**src/rtl/bus_arbiter.sv**
```systemverilog
// Round-robin bus arbiter with one-cycle turnaround and bounded tenure.
// Forwards the owner's data onto the shared datapath bus.
module bus_arbiter #(
    parameter int N_REQ    = 4,
    parameter int WIDTH    = 16,
    parameter int MAX_HOLD = 8
) (
    input  logic                       Clk,
    input  logic                       Reset_n,
    input  logic [N_REQ-1:0]           req,
    input  logic [N_REQ-1:0]           done,
    input  logic [N_REQ*WIDTH-1:0]     data_in,
    output logic [N_REQ-1:0]           grant,
    output logic [$clog2(N_REQ)-1:0]   gate_sel,
    output logic                       bus_valid,
    output logic [WIDTH-1:0]           bus_out,
    output logic                       preempt
);

    localparam int IW = $clog2(N_REQ);
    localparam int CW = (MAX_HOLD > 1) ? $clog2(MAX_HOLD) : 1;

    typedef enum logic [1:0] {
        IDLE  = 2'd0,
        GRANT = 2'd1,
        TURN  = 2'd2
    } state_t;

    state_t          state, state_n;
    logic [IW-1:0]   last, last_n;
    logic [CW-1:0]   cnt, cnt_n;
    logic            pre_q, pre_n;

    logic            any_win;
    logic [IW-1:0]   win;
    logic [N_REQ-1:0] own_oh;
    logic            others;
    logic            release_r;
    logic            tmo;
    logic            at_max;

    // Round-robin search starting just after the most recent owner.
    always_comb begin
        any_win = 1'b0;
        win     = '0;
        for (int k = 1; k <= N_REQ; k++) begin
            if (!any_win && req[(int'(last) + k) % N_REQ]) begin
                any_win = 1'b1;
                win     = IW'((int'(last) + k) % N_REQ);
            end
        end
    end

    assign own_oh    = N_REQ'(1) << last;
    assign others    = |(req & ~own_oh);
    assign release_r = !req[last] || done[last];
    assign at_max    = (cnt == CW'(MAX_HOLD - 1));
    assign tmo       = at_max && others;

    always_ff @(posedge Clk or negedge Reset_n) begin
        if (!Reset_n) begin
            state <= IDLE;
            last  <= IW'(N_REQ - 1);
            cnt   <= '0;
            pre_q <= 1'b0;
        end else begin
            state <= state_n;
            last  <= last_n;
            cnt   <= cnt_n;
            pre_q <= pre_n;
        end
    end

    always_comb begin
        state_n = state;
        last_n  = last;
        cnt_n   = cnt;
        pre_n   = 1'b0;
        unique case (state)
            IDLE, TURN: begin
                if (any_win) begin
                    state_n = GRANT;
                    last_n  = win;
                    cnt_n   = '0;
                end else begin
                    state_n = IDLE;
                end
            end
            GRANT: begin
                if (release_r) begin
                    state_n = TURN;
                end else if (tmo) begin
                    state_n = TURN;
                    pre_n   = 1'b1;
                end else if (!at_max) begin
                    cnt_n = cnt + CW'(1);
                end
            end
            default: state_n = IDLE;
        endcase
    end

    assign bus_valid = (state == GRANT);
    assign grant     = bus_valid ? own_oh : '0;
    assign gate_sel  = bus_valid ? last : '0;
    assign bus_out   = bus_valid ? data_in[int'(last)*WIDTH +: WIDTH] : '0;
    assign preempt   = pre_q;

endmodule

```
**config.mk**
```make
export PLATFORM = sky130hd
export DESIGN_NAME = bus_arbiter
export DESIGN_NICKNAME = d
export VERILOG_FILES = /design/src/rtl/bus_arbiter.sv
export SDC_FILE = /design/constraint.sdc
export NUM_CORES = 1
export LEC_CHECK = 0
export BUFFER_PORTS_ARGS = -buffer_cell sky130_fd_sc_hd__clkbuf_2
export CAP_MARGIN = 5
export CORE_ASPECT_RATIO = 1.2
export CORE_MARGIN = 2
export CORE_UTILIZATION = 40
export CTS_BUF_LIST = sky130_fd_sc_hd__clkbuf_4
export CTS_CLUSTER_DIAMETER = 200
export CTS_CLUSTER_SIZE = 16
export DETAILED_ROUTE_END_ITERATION = 10
export HOLD_SLACK_MARGIN = 0.15
export PLACE_DENSITY_LB_ADDON = 0.15
export SYNTH_ARGS = -nofsm -noshare
export SYNTH_HDL_FRONTEND = slang
export SYNTH_SLANG_ARGS = --single-unit
```
**constraint.sdc**
```tcl
create_clock -name Clk -period 2.8 [get_ports Clk]
set_input_delay 0.28 -clock Clk [delete_from_list [all_inputs] [get_ports Clk]]
set_output_delay 0.28 -clock Clk [all_outputs]
set_load 0.02 [all_outputs]
```
# [Word level (Yosys, flattened, before mapping)]
# Cells that the tools add are included.
[word_totals] reg_bits=8 inputBits=74 output_inout_bits=24 elab_cells=88
[classes] magnitude_cmp=5 n_reduce_logical=19 shift=2 eq_ne=8 n_addsub=5 muxes=39 bitwise=6
[op_table] op="$shiftx A64 B7 Y16" n=1
[op_table] op="$mux W1" n=18
[op_table] op="$lt A3 B4 Y1 const B" n=4
[op_table] op="$mux W16" n=1
[op_table] op="$mux W2" n=7
[op_table] op="$bmux W1 S2" n=6
[op_table] op="$mux W3" n=4
[op_table] op="$reduce_or A2 Y1" n=5
[op_table] op="$ne A2 B2 Y1 const B" n=4
[op_table] op="$pmux W3 S2" n=1
[op_table] op="$reduce_and A5 Y1" n=1
[op_table] op="$add A2 B1 Y2 const B" n=2
[op_table] op="$add A2 B2 Y2 const B" n=2
[op_table] op="$and A1 B1 Y1 const A" n=4
[op_table] op="$and A4 B4 Y4" n=1
[op_table] op="$logic_and A1 B1 Y1" n=4
[op_table] op="$logic_not A1 Y1" n=4
[op_table] op="$mux W4" n=1
[op_table] op="$not A4 Y4" n=1
[op_table] op="$pmux W2 S2" n=1
[op_table] op="$reduce_or A4 Y1" n=1
[op_table] op="$shl A1 B2 Y4 const A" n=1
[op_table] op="$add A3 B1 Y3 const B" n=1
[op_table] op="$eq A3 B3 Y1 const B" n=1
[op_table] op="8 further kinds" n=8

# [Depth between registers and ports, before layout]
# Gate-level depths: netlist (run 1).
[depth] word_depth=18 depth_mapped=8

# [Least setup slack after synthesis (run 1)]
# No wires, ideal clock.
[synth_timing] path_kind="reg2reg" from="register last[0]" to="register last[0]" period_less_slack_ns=2.013 arrival_ns=1.940 path_slack_ns=0.787 path_stages_with_launch=9 setup_time_ns=0.073 required_ns=2.727 cell_sequence="dfstp_2 -> buf_6 -> buf_2 -> inv_1 -> ha_1 -> nor2_1 -> a311oi_1 -> o21ai_1 -> a21oi_1"
[synth_via] elab_chain_cells=15 word_cells_on_any_way=31 cone_classes="add/sub: 4; mux: 20; reduce/logical: 7"
[synth_rtl] element="from (decl)" line="30" text="logic [IW-1:0] last, last_n;"
[synth_rtl] element="from (signal assigned)" line="63" text="last <= IW'(N_REQ - 1);"
[synth_rtl] element="from (signal assigned)" line="68" text="last <= last_n;"
[synth_rtl] element="$add A2 B1 Y2" line="47, 49"
[synth_rtl] element="$bmux W1 S2" line="47" text="if (!any_win && req[(int'(last) + k) % N_REQ]) begin"
[synth_rtl] element="$mux W1 (implied by the code) (2 in a row)" line="47"
[synth_rtl] element="$mux W1" line="47"
[synth_rtl] element="$logic_not A1 Y1" line="47"
[synth_rtl] element="$logic_and A1 B1 Y1" line="47"
[synth_rtl] element="$mux W1" line="47"
[synth_rtl] element="$logic_not A1 Y1" line="47"
[synth_rtl] element="$logic_and A1 B1 Y1" line="47"
[synth_rtl] element="$mux W1" line="47"
[synth_rtl] element="$logic_not A1 Y1" line="47"
[synth_rtl] element="$logic_and A1 B1 Y1" line="47"
[synth_rtl] element="$mux W1" line="47"
[synth_rtl] element="$reduce_and A2 Y1 (no line)"
# Parallel ways exist; a longest one is shown, timed or not. The select of a mux whose other input is x is not followed.
# A chain may end at the register's enable or synchronous reset.

# [Final worst setup path (run 1)]
[layout_timing] from="register last[0]" to="output bus_out[13]"
[layout_via] elab_chain_cells=2
[layout_rtl] element="$shiftx A64 B7 Y16" line="106" text="assign bus_out = bus_valid ? data_in[int'(last)*WIDTH +: WIDTH] : '0;"
[layout_rtl] element="$mux W16" line="106"
[layout_rtl] element="to (decl)" line="16" text="output logic [WIDTH-1:0] bus_out,"
# Every way passes these cells.

==> out/metrics.yaml, run 1 <==
routing:
  vias: 1244
  drc: 0
  viasPerCell: 5.162
  first_pass_iters: 4
  ant_nets: 0
  wl_mm: 3.369
  first_iter_violations: 11
  wl_per_cell_microns: 13.98
synth:
  synth_edf_count: 0
  ys_ff_latch: 8
  synth_warnings: 0
  synthArstFlopShare_pct: 100.0
  synthDistinctLibCells: 34
  synth_top_area_cell: "mux4_2"
  synth.area.top_cells: "mux4_2, dfrtp_1, nor2b_1"
  ys_seq_area_share_pct: 17.61
  syn_area_sq_um: 1151
  synth_top_area_share_pct: 31.30
  syn_avg_cell_area_sq_um: 10.37
  synth_cells: 111
  syn_nets: 191
  synth_top_flop_cell: "dfrtp_1"
floorplan:
  dieArea_sq_um: 3325
  rows: 21
  ios: 98
  core_area_sq_um: 2759
  dieWidth_microns: 52.97
  die_h_microns: 62.77
  start_util_pct: 41.72
placement:
  port_buffers: 97
  place_hpwl_mm: 2.911
  gp_congestion: 0.8916
  placed_cells: 236
  placed_area_sq_um: 1647
  pre_cts_ws_ps: 620.9
layout:
  fillers: 232
  layout-drive-gt1-share_pct: 60.87
  insertedDiodeCount: 0
  final_util_pct: 61.13
  nNetsFinal: 288
  area_delta_synth_final_pct: 46.52
  post_layout_nonfiller_instances: 241
  ff_latch_area_sq_um: 202.7
  multiInputGateArea_sq_um: 859.6
  fin_area_sq_um: 1687
clock_tree:
  holdBufCountCts: 1
  cts_tree: "done"
  cts_max_level: 1
  clock_sinks: 8
  clk_pin_slew_ps: 60
  cts_resized: 0
  cts-root-buf: "clkbuf_4"
  cts_inserted_buffers: 3
  cts_buffer_depth: 2
  post_cts_buffers: 0
  clock_latency_ps: 250
grt:
  grt_antenna_before_repair: 0
  grt_util_all_layers_pct: 20.27
  grt_pass1_vias: 1236
  grt_pass1_wl_mm: 5.195
  grt_max_degree: 20
  grt.overflow.total: 0
timing:
  period_share_pct: 86.85
  setup-tns-final_ps: 0
  fin_crit_ps: 2432
  rsz0062_at_grt: "false"
  hold_viol_final: 0
  holdWs_ps: 352.7
  maxSlewViolCount: 0
  fmax_mhz: 411.2
  worstMarginPinSlew_ps: 797.2
  fin_skew_ps: 5.197
  slew_headroom_pct: 46.16
  setup-violations-final: 0
  timing.final.ws_setup_ps: 368.2
status:
  status: "finished, final reports clean"
setup_path:
  crit_chain: "buf_4 -> mux4_2 -> nor2b_1 -> clkbuf_2"
  worstPathRequired_ps: 2520
  start_kind: "flip-flop"
  criticalPathCategory: "reg -> out"
  slowest_delay_ps: 730
  crit_slowest_cell: "dfstp_2"
  critPathCaptureType: "primary output"
  critPathArrivalTime_ps: 2150
  crit_fanout: 16
power:
  ir_drop_v: 0.0005551
  p_per_area_nw_per_um2: 957.2
  leakagePower_nw: 0.9132
  finalPower_mw: 1.614
flow_run:
  maxCapViolCount: 0
hold_path:
  worstHoldPathType: "in -> reg"
placed cells by master, fill, tap and decap left out, types with 2 or more instances in the layout:
master / instances
a21oi_1: 3
o22ai_1: 3
ha_1: 6
dfstp_2: 2
nor2b_1: 16
nor2_1: 4
o21ai_0: 3
a31oi_1: 2
buf_4: 3
inv_1: 8
clkbuf_4: 4
and2_1: 4
clkbuf_2: 97
dfrtp_1: 6
mux2i_1: 5
nor3_1: 3
nand2_1: 7
mux4_2: 16
routing by layer:
metal	up-vias	GRT usage, %	routed length [microns]
met5	-	0	0
met4	0	6.410	25
met3	4	1.914	281
met2	58	39.22	1825
met1	572	21.77	1237
li1	610	-	-
kinds of logic after synthesis:
kind of cell	synth area share, %
muxes	35.65
and+or+nand+nor	17.50
adders and majority gates	6.522
AOI/OAI and AO/OA	15.00
DFF	17.61
buffers and inverters	7.717
state kept, by name, indices dropped and copies added, names as in the netlist:
| signal | cells |
|---|---|
| last | 2 |
| preempt | 1 |
| state | 2 |
| cnt | 3 |
worst paths after layout:
path                                           from                  end  slack, ps  depth (start not counted)
worst max-delay path            last[0]$_DFFE_PN1P_          bus_out[13]        370                          4
worst max register to register  last[0]$_DFFE_PN1P_  last[0]$_DFFE_PN1P_        720                          6
max in group asynchronous                   Reset_n  last[0]$_DFFE_PN1P_       2140                          2
worst min register to register   cnt[0]$_DFFE_PN0P_   cnt[0]$_DFFE_PN0P_        500                          1
worst min-delay path                         req[1]  last[0]$_DFFE_PN1P_        350                          3
min in group asynchronous                   Reset_n   cnt[2]$_DFFE_PN0P_        410                          2
synth_stat cells, types with 4 or more instances:
cell,n
and2_1,4
dfrtp_1,6
ha_1,6
inv_1,8
mux2i_1,5
mux4_2,16
nand2_1,7
nor2_1,4
nor2b_1,16
where the power goes:
part / internal [mW] / switching, mW / total [mW]
Clock: 0.0643 / 0.0412 / 0.106
Sequential: 0.167 / 0.0857 / 0.253
Combinational: 0.589 / 0.667 / 1.26
critical path, delay by kind of cell, from the launching register on:
| kind | cells | cell delay, ps |
|---|---|---|
| flops | 1 | 730 |
| mux | 1 | 530 |
| buf+inv | 2 | 500 |
| simple gates | 1 | 140 |
cell type report:
| cell class | count | area share, % |
|---|---|---|
| Multi-Input combinational cell | 85 | 50.96 |
| Timing Repair Buffer | 101 | 30.71 |
| Sequential cell | 8 | 12.02 |
| Tap cell | 34 | 2.522 |
| Inverter | 9 | 2.003 |
| Clock buffer | 4 | 1.780 |
(Power assumes the default switching activity.)
==> run 2: changes to the inputs <==
- RECOVER_POWER: not set -> 100
- TNS_END_PERCENT: not set -> 5
==> out/metrics.yaml, run 2 (same netlist as run 1, synthesis figures left out) <==
status:
  status: "finished, final reports clean"
routing:
  drc: 0
  first_iter_violations: 21
  vias: 1252
  ant_nets: 0
  wl_mm: 3.398
  viasPerCell: 5.195
  first_pass_iters: 2
  wl_per_cell_microns: 14.10
power:
  p_clk_share_pct: 6.8
  pwr-share-seq_pct: 16.0
  pwr-share-comb_pct: 77.2
  p_int_mw: 0.7768
  swShare_pct: 50.59
  ir_drop_v: 0.0005498
  p_per_area_nw_per_um2: 952.6
  p_switching_mw: 0.7953
  leakagePower_nw: 0.8347
placement:
  port_buffers: 97
  gp_congestion: 0.8916
  place_hpwl_mm: 2.911
layout:
  top_regs: "cnt (3), last (2), state (2)"
  insertedDiodeCount: 0
  final_util_pct: 59.82
  largest_reg_flops: 3
  layout-drive-gt1-share_pct: 48.79
  nNetsFinal: 288
  fillers: 245
  area_delta_synth_final_pct: 43.37
  final_common_cell: "clkbuf_2"
  top_register: "cnt"
  most-common-layout-cells: "clkbuf_2, clkbuf_1, mux4_2, nor2b_1, inv_1"
clock_tree:
  clock_latency_ps: 250
  post_cts_buffers: 0
  cts_inserted_buffers: 3
  cts_buffer_depth: 2
  cts_tree: "done"
  cts_max_level: 1
  clock_sinks: 8
  cts-root-buf: "clkbuf_4"
  clk_pin_slew_ps: 60
setup_path:
  worstPathRequired_ps: 2520
  critPathCaptureType: "primary output"
  start_kind: "flip-flop"
  critPathArrivalTime_ps: 2170
  criticalPathCategory: "reg -> out"
  worst-path-buf-inv: 2
  crit_fanout: 16
  crit_chain: "buf_4 -> mux4_2 -> nor2b_1 -> clkbuf_1"
  cp_top_family: "flip-flops"
  slowest_delay_ps: 730
  crit_slowest_cell: "dfstp_2"
timing:
  worstMarginPinSlew_ps: 785.6
  fin_crit_ps: 2445
  maxSlewViolCount: 0
  fin_skew_ps: 3.797
  fmax_mhz: 409.0
  slew_headroom_pct: 46.94
  period_share_pct: 87.33
  hold_viol_final: 0
  setup-violations-final: 0
  setup-tns-final_ps: 0
  rsz0062_at_grt: "false"
grt:
  grt.overflow.total: 0
  grt_max_degree: 20
  grt_pass1_wl_mm: 5.195
  grt_antenna_before_repair: 0
  grt_pass1_vias: 1236
  grt_util_all_layers_pct: 20.27
floorplan:
  dieArea_sq_um: 3325
  dieWidth_microns: 52.97
  rows: 21
  core_area_sq_um: 2759
  die_h_microns: 62.77
  start_util_pct: 41.72
  ios: 98
flow_run:
  maxCapViolCount: 0
hold_path:
  worstHoldPathType: "in -> reg"
==> run 2: path summary, 6_finish.rpt <==
kind | slack (ps) | from | end | depth (start not counted)
hold reg to reg | 500 | cnt[0]$_DFFE_PN0P_ | cnt[0]$_DFFE_PN0P_ | 1
setup reg to reg | 590 | last[1]$_DFFE_PN1P_ | last[0]$_DFFE_PN1P_ | 6
max in group asynchronous | 1960 | Reset_n | last[0]$_DFFE_PN1P_ | 2
setup / recovery | 350 | last[0]$_DFFE_PN1P_ | bus_out[13] | 4
min in group asynchronous | 490 | Reset_n | cnt[2]$_DFFE_PN0P_ | 2
hold / removal | 370 | req[0] | last[0]$_DFFE_PN1P_ | 3
==> run 2: through the flow <==
step	cells	area, sq um	total power, mW	worst slack [ps]	hold slack [ps]
after floorplan	111	1151	1.218	787.0	-15.59
after global placement	236	1647	1.501	658.8	139.8
after detailed placement	236	1647	1.523	620.9	140.8
after CTS	241	1687	1.638	335.4	350.0
after global routing	241	1650	1.692	243.8	379.4
final	241	1650	1.572	354.9	369.8
==> run 2: what timing repair did <==
item	in CTS	in global routing
endpoints found under the setup margin	0	0
resized for setup	0	0
hold buffers	1	0
endpoints found under the hold margin	8	0
==> run 2: per-layer routing <==
| layer | part of all wire (%) | track usage [%] | wire length (microns) | up-vias |
|---|---|---|---|---|
| li1 | - | - | - | 610 |
| met2 | 54 | 39.22 | 1838 | 59 |
| met3 | 9.1 | 1.914 | 310 | 4 |
| met1 | 36 | 21.77 | 1223 | 579 |
| met5 | 0 | 0 | 0 | - |
| met4 | 0.74 | 6.410 | 25 | 0 |
==> run 2: tightest hold or removal path: stages <==
cell,delay (ps)
clkbuf_2,140
o211a_1,160
a21oi_1,40
==> run 2: power by group through the flow <==
stage | sequential, mW | clock (mW) | combinational, mW
CTS | 0.258 | 0.111 | 1.27
floorplan | 0.189 | 0 | 1.03
global route | 0.264 | 0.115 | 1.31
global placement | 0.253 | 0 | 1.25
finish | 0.252 | 0.106 | 1.21
detailed placement | 0.260 | 0 | 1.26
==> run 2: area by class of cell <==
type	instances	area [sq um]	area share (%)
flip-flops and latches	8	202.7	12.28
repair buffers	101	489.2	29.64
inverters	9	33.78	2.047
clock buffers	4	30.03	1.820
multi-input cells	85	852.1	51.63
well taps	34	42.54	2.578
==> run 3: changes to the inputs <==
- ABC_AREA: not set -> 1
- CORE_UTILIZATION: 40 -> 42
==> out/metrics.yaml, run 3 <==
status:
  status: "finished, final reports clean"
synth:
  synth_cells: 243
  synth_top_flop_cell: "dfrtp_1"
  synth.area.top_cells: "nor2_1, o21ai_0, dfrtp_1"
  synth_top_area_cell: "nor2_1"
  synth_warnings: 0
  syn_area_sq_um: 1316
  synth_top_area_share_pct: 23.10
  ys_seq_area_share_pct: 15.40
  ys_ff_latch: 8
  synthDistinctLibCells: 21
  ys_top_cells_by_count: "nor2_1, o21ai_0, nand2_1, inv_1, a21oi_1"
  syn_nets: 323
  synth_edf_count: 0
  syn_avg_cell_area_sq_um: 5.417
  synthArstFlopShare_pct: 100.0
  yosys.cell_count.top_type: "nor2_1"
clock_tree:
  cts_buffer_depth: 2
  cts_inserted_buffers: 3
  clk_pin_slew_ps: 50
  clock_sinks: 8
  cts_tree: "done"
  cts_max_level: 1
  cts-root-buf: "clkbuf_4"
  clock_latency_ps: 260
grt:
  grt_util_all_layers_pct: 22.97
  grt_antenna_before_repair: 0
  grt_max_degree: 44
  grt.overflow.total: 0
  grt_pass1_vias: 1527
  grt_pass1_wl_mm: 6.272
timing:
  hold_viol_final: 0
  period_share_pct: 77.89
  fmax_mhz: 458.5
  setup-tns-final_ps: 0
  setup-violations-final: 0
  maxSlewViolCount: 0
  slew_headroom_pct: 44.04
  fin_crit_ps: 2181
  fin_skew_ps: 1.867
  timing.final.ws_setup_ps: 619.0
  holdWs_ps: 465.8
  worstMarginPinSlew_ps: 838.5
  rsz0062_at_grt: "false"
hold_path:
  worstHoldPathType: "in -> async"
power:
  finalPower_mw: 1.935
  p_per_area_nw_per_um2: 1085
  ir_drop_v: 0.0008925
  leakagePower_nw: 0.9900
layout:
  largest_reg_flops: 3
  layout-drive-gt1-share_pct: 26.95
  insertedDiodeCount: 0
  top_regs: "cnt (3), last (2), state (2)"
  area_delta_synth_final_pct: 35.55
  final_common_cell: "nor2_1"
  fin_area_sq_um: 1784
  top_register: "cnt"
  nNetsFinal: 416
  most-common-layout-cells: "nor2_1, clkbuf_2, o21ai_0, nand2_1"
setup_path:
  timing.rr.start: "last[0]$_DFFE_PN1P_"
  r2r-end: "cnt[0]$_DFFE_PN0P_"
  crit_fanout: 41
  crit_path_end: "bus_out[7]"
  r2r_cells: 9
  start_kind: "flip-flop"
  critPathCaptureType: "primary output"
  worstPathRequired_ps: 2520
  critPathArrivalTime_ps: 1900
  rrSetupSlack_ps: 860
  crit_start: "last[0]$_DFFE_PN1P_"
  criticalPathCategory: "reg -> out"
floorplan:
  dieWidth_microns: 55.11
  ios: 98
  dieArea_sq_um: 3600
  die_h_microns: 65.33
  core_area_sq_um: 3028
  rows: 22
  start_util_pct: 43.47
routing:
  viasPerCell: 4.900
  vias: 1813
  first_iter_violations: 37
  ant_nets: 0
  wl_mm: 4.213
  wl_per_cell_microns: 11.39
  drc: 0
  first_pass_iters: 4
placement:
  gp_congestion: 0.9103
  pre_cts_ws_ps: 921.1
  placed_area_sq_um: 1798
  place_hpwl_mm: 3.212
  port_buffers: 97
flow_run:
  maxCapViolCount: 0
## run 3: changes by cell type after synthesis, moves of 6 or more
cell | previous run | this run
nor2_1 | 4 | 81
o21ai_0 | 3 | 32
nand2_1 | 7 | 30
inv_1 | 8 | 25
mux4_2 | 16 | 0
nor2b_1 | 16 | 0
a21oi_1 | 3 | 16
nand3_1 | 0 | 12
buf_2 | 2 | 9
nand3_2 | 0 | 6
## run 3: critical path, cell delays in order (launching register included)
cell and delay [ps]:
dfstp_1 530, buf_4 380, nor2_1 90, nor2_1 90, o21ai_0 80, a21oi_1 200
clkbuf_1 260
## run 3: repair_timing
item                      4_1_cts  5_1_grt
resized for setup               0        0
hold endpoints to repair        8        0
setup buffers                   0        0
hold buffers                    1        0
## run 3: final cells by class
| class | count | area, sq um |
|---|---|---|
| fill | 364 | 1244 |
| multi-input combinational | 195 | 922.1 |
| timing repair buffer | 102 | 494.2 |
| sequential | 8 | 202.7 |
| inverter | 26 | 97.59 |
| tap | 36 | 45.04 |
| clock buffer | 3 | 22.52 |
## run 3: kinds of logic after synthesis
family                   Yosys count  share of synthesized area, %
AND/OR/NAND/NOR                  139                         46.29
AO/OA/AOI/OAI                     50                         19.20
buffers and inverters             40                         13.40
flip-flops                         8                         15.40
adder cells (fa/ha/maj)            6                         5.703
## run 3: report_power, final
| part | switching [mW] | internal [mW] |
|---|---|---|
| Combinational | 1.14 | 0.515 |
| Sequential | 0.0219 | 0.171 |
| Clock | 0.0391 | 0.0490 |
## run 3: worst min path at each step
stage	startpoint	to	cells after the start
finish	Reset_n	cnt[1]$_DFFE_PN0P_	2
floorplan	Reset_n	cnt[0]$_DFFE_PN0P_	0
CTS	Reset_n	cnt[1]$_DFFE_PN0P_	2
global placement	Reset_n	cnt[1]$_DFFE_PN0P_	1
detailed placement	Reset_n	cnt[1]$_DFFE_PN0P_	1
global route	Reset_n	cnt[1]$_DFFE_PN0P_	2
## run 3: per-layer routing
layer	track usage [%]	wire [microns]	vias to the layer above	share of wire, %
li1	-	-	956	-
met1	24.68	1609	792	38
met2	43.45	2155	59	51
met3	2.955	380	6	9.0
met4	7.927	67	0	1.6
met5	0	0	-	0
## run 3: per-stage QoR
step	utilization, %	std cells
after floorplan	-	243
after global placement	59.38	366
after detailed placement	59.38	366
after CTS	60.45	370
after global routing	58.93	370
final	58.93	370
